## src/rtl/fp_unit_arbiter_pkg.sv

```systemverilog
// Shared constants for the fpUnit arbiter: opcodes, FSM states and a
// legality helper for incoming opcodes.
package fp_pkg;

  localparam logic [2:0] FSUBS   = 3'd0;
  localparam logic [2:0] FADDS   = 3'd1;
  localparam logic [2:0] FDIVS   = 3'd2;
  localparam logic [2:0] FMULS   = 3'd3;
  localparam logic [2:0] FIXSI   = 3'd4;
  localparam logic [2:0] FLOATIS = 3'd5;

  localparam logic [31:0] TWO_PI = 32'h40C90FDB;

  typedef enum logic [1:0] {
    IDLE,
    BUSY,
    RESP
  } arb_state_t;

  // Opcodes 6 and 7 have no fpUnit operation behind them.
  function automatic logic op_is_legal(input logic [2:0] op);
    return op <= FLOATIS;
  endfunction

endpackage

```

## src/rtl/fp_unit_arbiter_if.sv

```systemverilog
// Bundles the requester-facing bus and the fpUnit control pins of the arbiter.
// master = the arbiter itself, slave = requesters plus the fpUnit core.
interface fp_unit_arbiter_if #(
  parameter int N_REQ = 4
);

  logic [N_REQ-1:0]    req;
  logic [32*N_REQ-1:0] req_dataa;
  logic [32*N_REQ-1:0] req_datab;
  logic [3*N_REQ-1:0]  req_op;
  logic [N_REQ-1:0]    gnt;
  logic [N_REQ-1:0]    ack;
  logic [31:0]         result;
  logic                err;
  logic                busy;

  logic [31:0]         fp_dataa;
  logic [31:0]         fp_datab;
  logic [2:0]          fp_operation;
  logic                fp_clk_en;
  logic                fp_done;
  logic [31:0]         fp_result;

  modport master (
    input  req, req_dataa, req_datab, req_op, fp_done, fp_result,
    output gnt, ack, result, err, busy,
           fp_dataa, fp_datab, fp_operation, fp_clk_en
  );

  modport slave (
    output req, req_dataa, req_datab, req_op, fp_done, fp_result,
    input  gnt, ack, result, err, busy,
           fp_dataa, fp_datab, fp_operation, fp_clk_en
  );

endinterface

```

## src/rtl/fp_unit_arbiter_rr_pick.sv

```systemverilog
// Combinational round-robin picker: first unmasked request at or above ptr,
// wrapping modulo N.
module rr_pick #(
  parameter int N = 4
) (
  input  logic [N-1:0]         req,
  input  logic [N-1:0]         mask,
  input  logic [$clog2(N)-1:0] ptr,
  output logic [N-1:0]         winner,
  output logic                 valid
);

  localparam int PW = $clog2(N);

  logic [PW-1:0] idx;

  always_comb begin
    winner = '0;
    valid  = 1'b0;
    idx    = '0;
    for (int k = 0; k < N; k++) begin
      idx = PW'((int'(ptr) + k) % N);
      if (!valid && req[idx] && !mask[idx]) begin
        winner[idx] = 1'b1;
        valid       = 1'b1;
      end
    end
  end

endmodule

```

## src/rtl/fp_unit_arbiter.sv

```systemverilog
// Round-robin arbiter sharing one fpUnit core among N_REQ requesters; owns
// every fpUnit control pin and enforces the clk_en low gap between operations.
module fp_unit_arbiter
  import fp_pkg::*;
#(
  parameter int N_REQ   = 4,
  parameter int TIMEOUT = 64
) (
  input logic               clk,
  input logic               rst,
  fp_unit_arbiter_if.master bus
);

  localparam int PW = $clog2(N_REQ);
  localparam logic [7:0] TO_LAST = 8'(TIMEOUT - 1);

  arb_state_t state_q, state_d;
  logic [PW-1:0]    ptr_q, ptr_d;
  logic [7:0]       cnt_q, cnt_d;
  logic [N_REQ-1:0] gnt_q, gnt_d;
  logic [N_REQ-1:0] ack_q, ack_d;
  logic             err_q, err_d;
  logic [31:0]      result_q, result_d;
  logic [31:0]      dataa_q, dataa_d;
  logic [31:0]      datab_q, datab_d;
  logic [2:0]       op_q, op_d;
  logic             clk_en_q, clk_en_d;

  logic [N_REQ-1:0] pick_mask;
  logic [N_REQ-1:0] winner;
  logic             pick_valid;
  logic [PW-1:0]    win_idx;
  logic [31:0]      sel_a, sel_b;
  logic [2:0]       sel_op;

  // The requester being acked in RESP must not win again straight away.
  assign pick_mask = (state_q == RESP) ? gnt_q : '0;

  rr_pick #(.N(N_REQ)) u_pick (
    .req    (bus.req),
    .mask   (pick_mask),
    .ptr    (ptr_q),
    .winner (winner),
    .valid  (pick_valid)
  );

  always_comb begin
    sel_a   = '0;
    sel_b   = '0;
    sel_op  = '0;
    win_idx = '0;
    for (int i = 0; i < N_REQ; i++) begin
      if (winner[i]) begin
        sel_a   = bus.req_dataa[32*i +: 32];
        sel_b   = bus.req_datab[32*i +: 32];
        sel_op  = bus.req_op[3*i +: 3];
        win_idx = PW'(i);
      end
    end
  end

  always_comb begin
    state_d  = state_q;
    ptr_d    = ptr_q;
    cnt_d    = cnt_q;
    gnt_d    = gnt_q;
    ack_d    = '0;
    err_d    = 1'b0;
    result_d = result_q;
    dataa_d  = dataa_q;
    datab_d  = datab_q;
    op_d     = op_q;
    clk_en_d = clk_en_q;
    unique case (state_q)
      IDLE, RESP: begin
        state_d  = IDLE;
        gnt_d    = '0;
        clk_en_d = 1'b0;
        if (pick_valid) begin
          gnt_d   = winner;
          ptr_d   = (win_idx == PW'(N_REQ - 1)) ? '0 : win_idx + 1'b1;
          dataa_d = sel_a;
          datab_d = sel_b;
          op_d    = sel_op;
          cnt_d   = '0;
          // Illegal opcodes never reach the core: answer with err immediately.
          if (op_is_legal(sel_op)) begin
            state_d  = BUSY;
            clk_en_d = 1'b1;
          end else begin
            state_d = RESP;
            ack_d   = winner;
            err_d   = 1'b1;
          end
        end
      end
      BUSY: begin
        cnt_d = cnt_q + 8'd1;
        if (bus.fp_done) begin
          result_d = bus.fp_result;
          clk_en_d = 1'b0;
          ack_d    = gnt_q;
          state_d  = RESP;
        end else if (cnt_q == TO_LAST) begin
          clk_en_d = 1'b0;
          ack_d    = gnt_q;
          err_d    = 1'b1;
          state_d  = RESP;
        end
      end
      default: state_d = IDLE;
    endcase
  end

  always_ff @(posedge clk or negedge rst) begin
    if (!rst) begin
      state_q  <= IDLE;
      ptr_q    <= '0;
      cnt_q    <= '0;
      gnt_q    <= '0;
      ack_q    <= '0;
      err_q    <= 1'b0;
      result_q <= '0;
      dataa_q  <= '0;
      datab_q  <= '0;
      op_q     <= '0;
      clk_en_q <= 1'b0;
    end else begin
      state_q  <= state_d;
      ptr_q    <= ptr_d;
      cnt_q    <= cnt_d;
      gnt_q    <= gnt_d;
      ack_q    <= ack_d;
      err_q    <= err_d;
      result_q <= result_d;
      dataa_q  <= dataa_d;
      datab_q  <= datab_d;
      op_q     <= op_d;
      clk_en_q <= clk_en_d;
    end
  end

  assign bus.gnt          = gnt_q;
  assign bus.ack          = ack_q;
  assign bus.err          = err_q;
  assign bus.result       = result_q;
  assign bus.busy         = (state_q != IDLE);
  assign bus.fp_dataa     = dataa_q;
  assign bus.fp_datab     = datab_q;
  assign bus.fp_operation = op_q;
  assign bus.fp_clk_en    = clk_en_q;

endmodule
```

## src/flat_wrapper.sv

```systemverilog
// flat-port wrapper written by rule: the top's interface ports become plain ports
module fp_unit_arbiter_flat import fp_pkg::*;
#(
  parameter int N_REQ   = 4,
  parameter int TIMEOUT = 64
)
  (clk, rst, bus_req, bus_req_dataa, bus_req_datab, bus_req_op, bus_fp_done, bus_fp_result, bus_gnt, bus_ack, bus_result, bus_err, bus_busy, bus_fp_dataa, bus_fp_datab, bus_fp_operation, bus_fp_clk_en);
  fp_unit_arbiter_if #(.N_REQ(N_REQ)) bus_i ();
  input logic clk;
  input logic rst;
  input wire logic [$bits(bus_i.req)-1:0] bus_req;
  input wire logic [$bits(bus_i.req_dataa)-1:0] bus_req_dataa;
  input wire logic [$bits(bus_i.req_datab)-1:0] bus_req_datab;
  input wire logic [$bits(bus_i.req_op)-1:0] bus_req_op;
  input wire logic [$bits(bus_i.fp_done)-1:0] bus_fp_done;
  input wire logic [$bits(bus_i.fp_result)-1:0] bus_fp_result;
  output wire logic [$bits(bus_i.gnt)-1:0] bus_gnt;
  output wire logic [$bits(bus_i.ack)-1:0] bus_ack;
  output wire logic [$bits(bus_i.result)-1:0] bus_result;
  output wire logic [$bits(bus_i.err)-1:0] bus_err;
  output wire logic [$bits(bus_i.busy)-1:0] bus_busy;
  output wire logic [$bits(bus_i.fp_dataa)-1:0] bus_fp_dataa;
  output wire logic [$bits(bus_i.fp_datab)-1:0] bus_fp_datab;
  output wire logic [$bits(bus_i.fp_operation)-1:0] bus_fp_operation;
  output wire logic [$bits(bus_i.fp_clk_en)-1:0] bus_fp_clk_en;
  assign bus_i.req = bus_req;
  assign bus_i.req_dataa = bus_req_dataa;
  assign bus_i.req_datab = bus_req_datab;
  assign bus_i.req_op = bus_req_op;
  assign bus_i.fp_done = bus_fp_done;
  assign bus_i.fp_result = bus_fp_result;
  assign bus_gnt = bus_i.gnt;
  assign bus_ack = bus_i.ack;
  assign bus_result = bus_i.result;
  assign bus_err = bus_i.err;
  assign bus_busy = bus_i.busy;
  assign bus_fp_dataa = bus_i.fp_dataa;
  assign bus_fp_datab = bus_i.fp_datab;
  assign bus_fp_operation = bus_i.fp_operation;
  assign bus_fp_clk_en = bus_i.fp_clk_en;
  fp_unit_arbiter #(.N_REQ(N_REQ), .TIMEOUT(TIMEOUT)) u_core (.clk(clk), .rst(rst), .bus(bus_i));
endmodule
```

## config.mk

```make
export PLATFORM = sky130hd
export DESIGN_NAME = fp_unit_arbiter_flat
export DESIGN_NICKNAME = d
export VERILOG_FILES = /design/src/rtl/fp_unit_arbiter_pkg.sv /design/src/rtl/fp_unit_arbiter_if.sv /design/src/rtl/fp_unit_arbiter_rr_pick.sv /design/src/rtl/fp_unit_arbiter.sv /design/src/flat_wrapper.sv
export SDC_FILE = /design/constraint.sdc
export NUM_CORES = 1
export LEC_CHECK = 0
export CAP_MARGIN = 20
export CORE_AREA = 2 2 163 165
export CTS_BUF_LIST = sky130_fd_sc_hd__clkbuf_16
export DETAILED_ROUTE_END_ITERATION = 10
export DIE_AREA = 0 0 165 167
export GPL_TIMING_DRIVEN = 0
export SLEW_MARGIN = 30
export SYNTH_ARGS = -nofsm -noshare
export SYNTH_HDL_FRONTEND = slang
export SYNTH_SLANG_ARGS = --single-unit
```

## constraint.sdc

```tcl
create_clock -name clk -period 4 [get_ports clk]
set_input_delay 0.8 -clock clk [delete_from_list [all_inputs] [get_ports clk]]
set_output_delay 0.8 -clock clk [all_outputs]
set_load 0.01 [all_outputs]
```

==> reports/qor.csv, run 1 <==
stage;metric;value;unit
sta;max-slew violation count;0;
sta;Fin. Hold Viols;0;
synthesis;number of enable flip-flop cells after synthesis;0;
synthesis;synth warn;0;
critical_path;Worst EP arrival;4.03;ns
job;max-cap viol count;0;
clock_network;Num CTS Buffers;17;
routing;WL final;31.0;mm
synthesis;post-synth top area share;45.9;%
synthesis;post-synth top area cell;dfrtp_1;
die;Die Wd;165;um
critical_path;critical path startpoint category;register;
routing;1st-pass router iterations;8;
synthesis;count of different cell masters after synthesis;58;
clock_network;post-CTS setup buffer count;0;
synthesis;top cells by area, synth;dfrtp_1 (46%), a222oi_1 (8.2%), o21ai_0 (6.2%);
critical_path;worst setup path end;u_core.bus.fp_datab[2]$_DFFE_PN0P_;
synthesis;syn_nets;966;
synthesis;Synth Cell Area;6590;um2
synthesis;Commonest cells post-synth;dfrtp_1 (121), o21ai_0 (82), a21oi_1 (65);
clock_network;Worst-Skew Late Latency;0.43;ns
clock_network;clk slew on worst S/H paths;0.06;ns
routing;DRT antenna net count;0;
placed_design;number of placed instances, taps included;1403;
global_route;maximum number of pins on one net before global-route repair;64;
synthesis;Post-synth ARST share;100;%
die;Rows;59;
clock_network;htree depth;4;
routing;drt via density;5.13;
clock_network;CTS root buffer;clkbuf_16;
status;outcome;completed;
power;Leak Pwr;4.54;nW
power;Total Power;10.2;mW
critical_path;CP Capture Type;register;
critical_path;R2R setup slack;0.25;ns
synthesis;top_reg_cell synth;dfrtp_1;
critical_path;worst-path maximum fanout;12;
finish;Finished Layout Cells;1436;
synthesis;top-count cell post-synth;dfrtp_1;
global_route;Overflow after GRT;0;
finish;layout cells sized above 1;9.55;%
critical_path;reg2reg end;u_core.bus.fp_datab[2]$_DFFE_PN0P_;
die;die area;27600;um2
worst_hold_path;Hold WC Path Type;input port to async pin;
synthesis;Mapped Cells;651;
critical_path;crit path launch;u_core.ptr_q[0]$_DFFE_PN0P_;
finish;design area;11800;um2
global_route;initial antenna violation count;6;
global_route;Total GRT Usage;22.1;%
placed_design;Post-DP Area;11200;um2
sta;Final Skew;0.0180;ns
critical_path;Crit path required time;4.28;ns
power;worst vdd ir;0.000343;V
die;Die Height;167;um
critical_path;FF-to-FF Start;u_core.ptr_q[0]$_DFFE_PN0P_;
sta;fin crit period;3.75;ns
finish;area grow syn2layout;79.0;%
placed_design;GPL Wtd Cong;0.906;
routing;1st-iter DRT viols;813;
synthesis;Seq cells post-synth;121;
global_route;via count of the first global-routing pass;7519;
placed_design;pre-CTS setup slack;-0.0697;ns
sta;final worst-path cycle share;93.7;%
sta;worst slew pin tran;0.791;ns
finish;final net count;1402;
clock_network;Max Buffers Root-to-Sink;2;
die;starting density of the core;25.6;%
sta;unrepaired setup endpoints after global routing;false;
sta;Peak Freq;267;MHz
clock_network;CTS tree;yes;
routing;wire per inst;21.6;um
sta;worst setup margin;0.253;ns
die;area of the core;25800;um2
placed_design;post-DP HPWL;24.1;mm
clock_network;CTS Sinks;121;
routing;vias;7364;
die;Top Ports;417;
sta;Setup violations, final;0;
critical_path;critical path type;register to register;
sta;slew margin rel.;47.2;%
clock_network;hold bufs inserted after CTS;0;
routing;post-route DRC violation count;0;
critical_path;R2R depth;11;
global_route;first-pass GRT wire length;45.5;mm
power;PD cells;864;nW/um2
synthesis;sequential element share of the synthesized area;45.9;%
synthesis;Syn Area/Cell;10.1;um2
placed_design;IO Port Bufs;416;
## power by group
part | internal [mW] | switching [mW] | total (mW)
Sequential | 1.86 | 0.355 | 2.21
Clock | 0.880 | 0.681 | 1.56
Combinational | 2.94 | 3.48 | 6.42
## critical path: stages (launching register included)
cell and delay (ns):
dfrtp_2 0.49, inv_1 0.16, ha_1 0.41, nand2b_1 0.19, o221ai_2 0.26, nand2_2 0.15
a41o_1 0.26, a221o_1 0.43, buf_2 0.27, clkbuf_1 0.28, a222oi_1 0.56, a21oi_1 0.13
## cell usage in the layout, fill, tap and decap left out, types with 4 or more instances in the layout
cell,synthesis,layout
a211oi_1,7,7
or3_1,54,54
a221oi_1,11,11
nor2_1,14,14
o21ai_0,82,82
nand2_1,39,39
ha_1,8,8
o21a_1,11,11
mux2_2,34,34
nand3b_1,5,5
and3b_1,4,4
dfrtp_1,121,120
nor3_1,4,4
clkbuf_1,37,36
clkdlybuf4s50_1,0,415
inv_6,0,7
buf_1,5,4
a222oi_1,54,54
buf_6,12,12
nand2b_1,5,5
inv_1,6,6
clkbuf_16,0,17
o21ai_1,14,14
a21oi_1,65,65
and3_1,7,7
## cell type report
class / count / area (um2)
Clock buffer: 17 / 425
Buffer: 59 / 325
Clock inverter: 15 / 159
Inverter: 6 / 22.5
Multi-Input combinational cell: 465 / 3220
Sequential cell: 121 / 3030
Fill cell: 2501 / 14000
Antenna cell: 1 / 2.50
Timing Repair Buffer: 417 / 4200
Tap cell: 335 / 419
## cell families (layout without fill, tap and decap cells)
family	count (synthesis)	after routing	share of synthesized area, %
fa+ha+maj	8	8	1.52
compound gates	273	273	28.5
other cells	0	1	0
buf+inv	65	514	5.24
simple gates	147	147	12.4
flops	121	121	45.9
mux	36	36	6.30
xor+xnor	1	1	0.133
## registers in the layout, indices dropped and copies added (netlist names)
register                 cells
u_core.bus.result           32
u_core.bus.fp_datab         32
u_core.bus.fp_dataa         32
u_core.bus.gnt               4
u_core.bus.fp_operation      3
u_core.bus.err               1
u_core.state_q               2
u_core.cnt_q                 8
u_core.bus.ack               4
u_core.ptr_q                 2
u_core.bus.fp_clk_en         1
## layer usage
layer	part of all wire (%)	global-route usage, %
met2	49	36.8
met5	0.16	0
met3	7.4	6.00
met4	3.1	8.17
met1	40	27.2
## timing repair
item / 4_1_cts / 5_1_grt
resized for setup: 0 / 4
setup endpoints to repair: 0 / 62
endpoints found under the hold margin: 0 / 0
## worst min-delay path by stage
stage	to
3_5_place_dp	u_core.bus.fp_operation[2]$_DFFE_PN0P_
2_1_floorplan	u_core.cnt_q[7]$_DFFE_PN0P_
4_1_cts	u_core.bus.fp_dataa[23]$_DFFE_PN0P_
6_report	u_core.bus.fp_dataa[23]$_DFFE_PN0P_
3_3_place_gp	u_core.bus.fp_operation[1]$_DFFE_PN0P_
5_1_grt	u_core.bus.fp_dataa[23]$_DFFE_PN0P_
## through the flow
| stage | hold WS, ns | util [%] | setup TNS, ns |
|---|---|---|---|
| after global routing | 0.336 | 45.8 | 0 |
| after global placement | 0.467 | 43.4 | -377.50 |
| after detailed placement | 0.470 | 43.5 | -0.920 |
| after CTS | 0.320 | 45.8 | 0 |
| after floorplan | 0.452 | - | 0 |
| final | 0.301 | 45.8 | 0 |
No activity file was read; power rests on OpenSTA's default activity.
==> run 2: changes to the inputs <==
- TNS_END_PERCENT: unset -> 5
==> results of run 2 <==
Same layout as run 1: the final DEF is identical, and so are final timing and power.
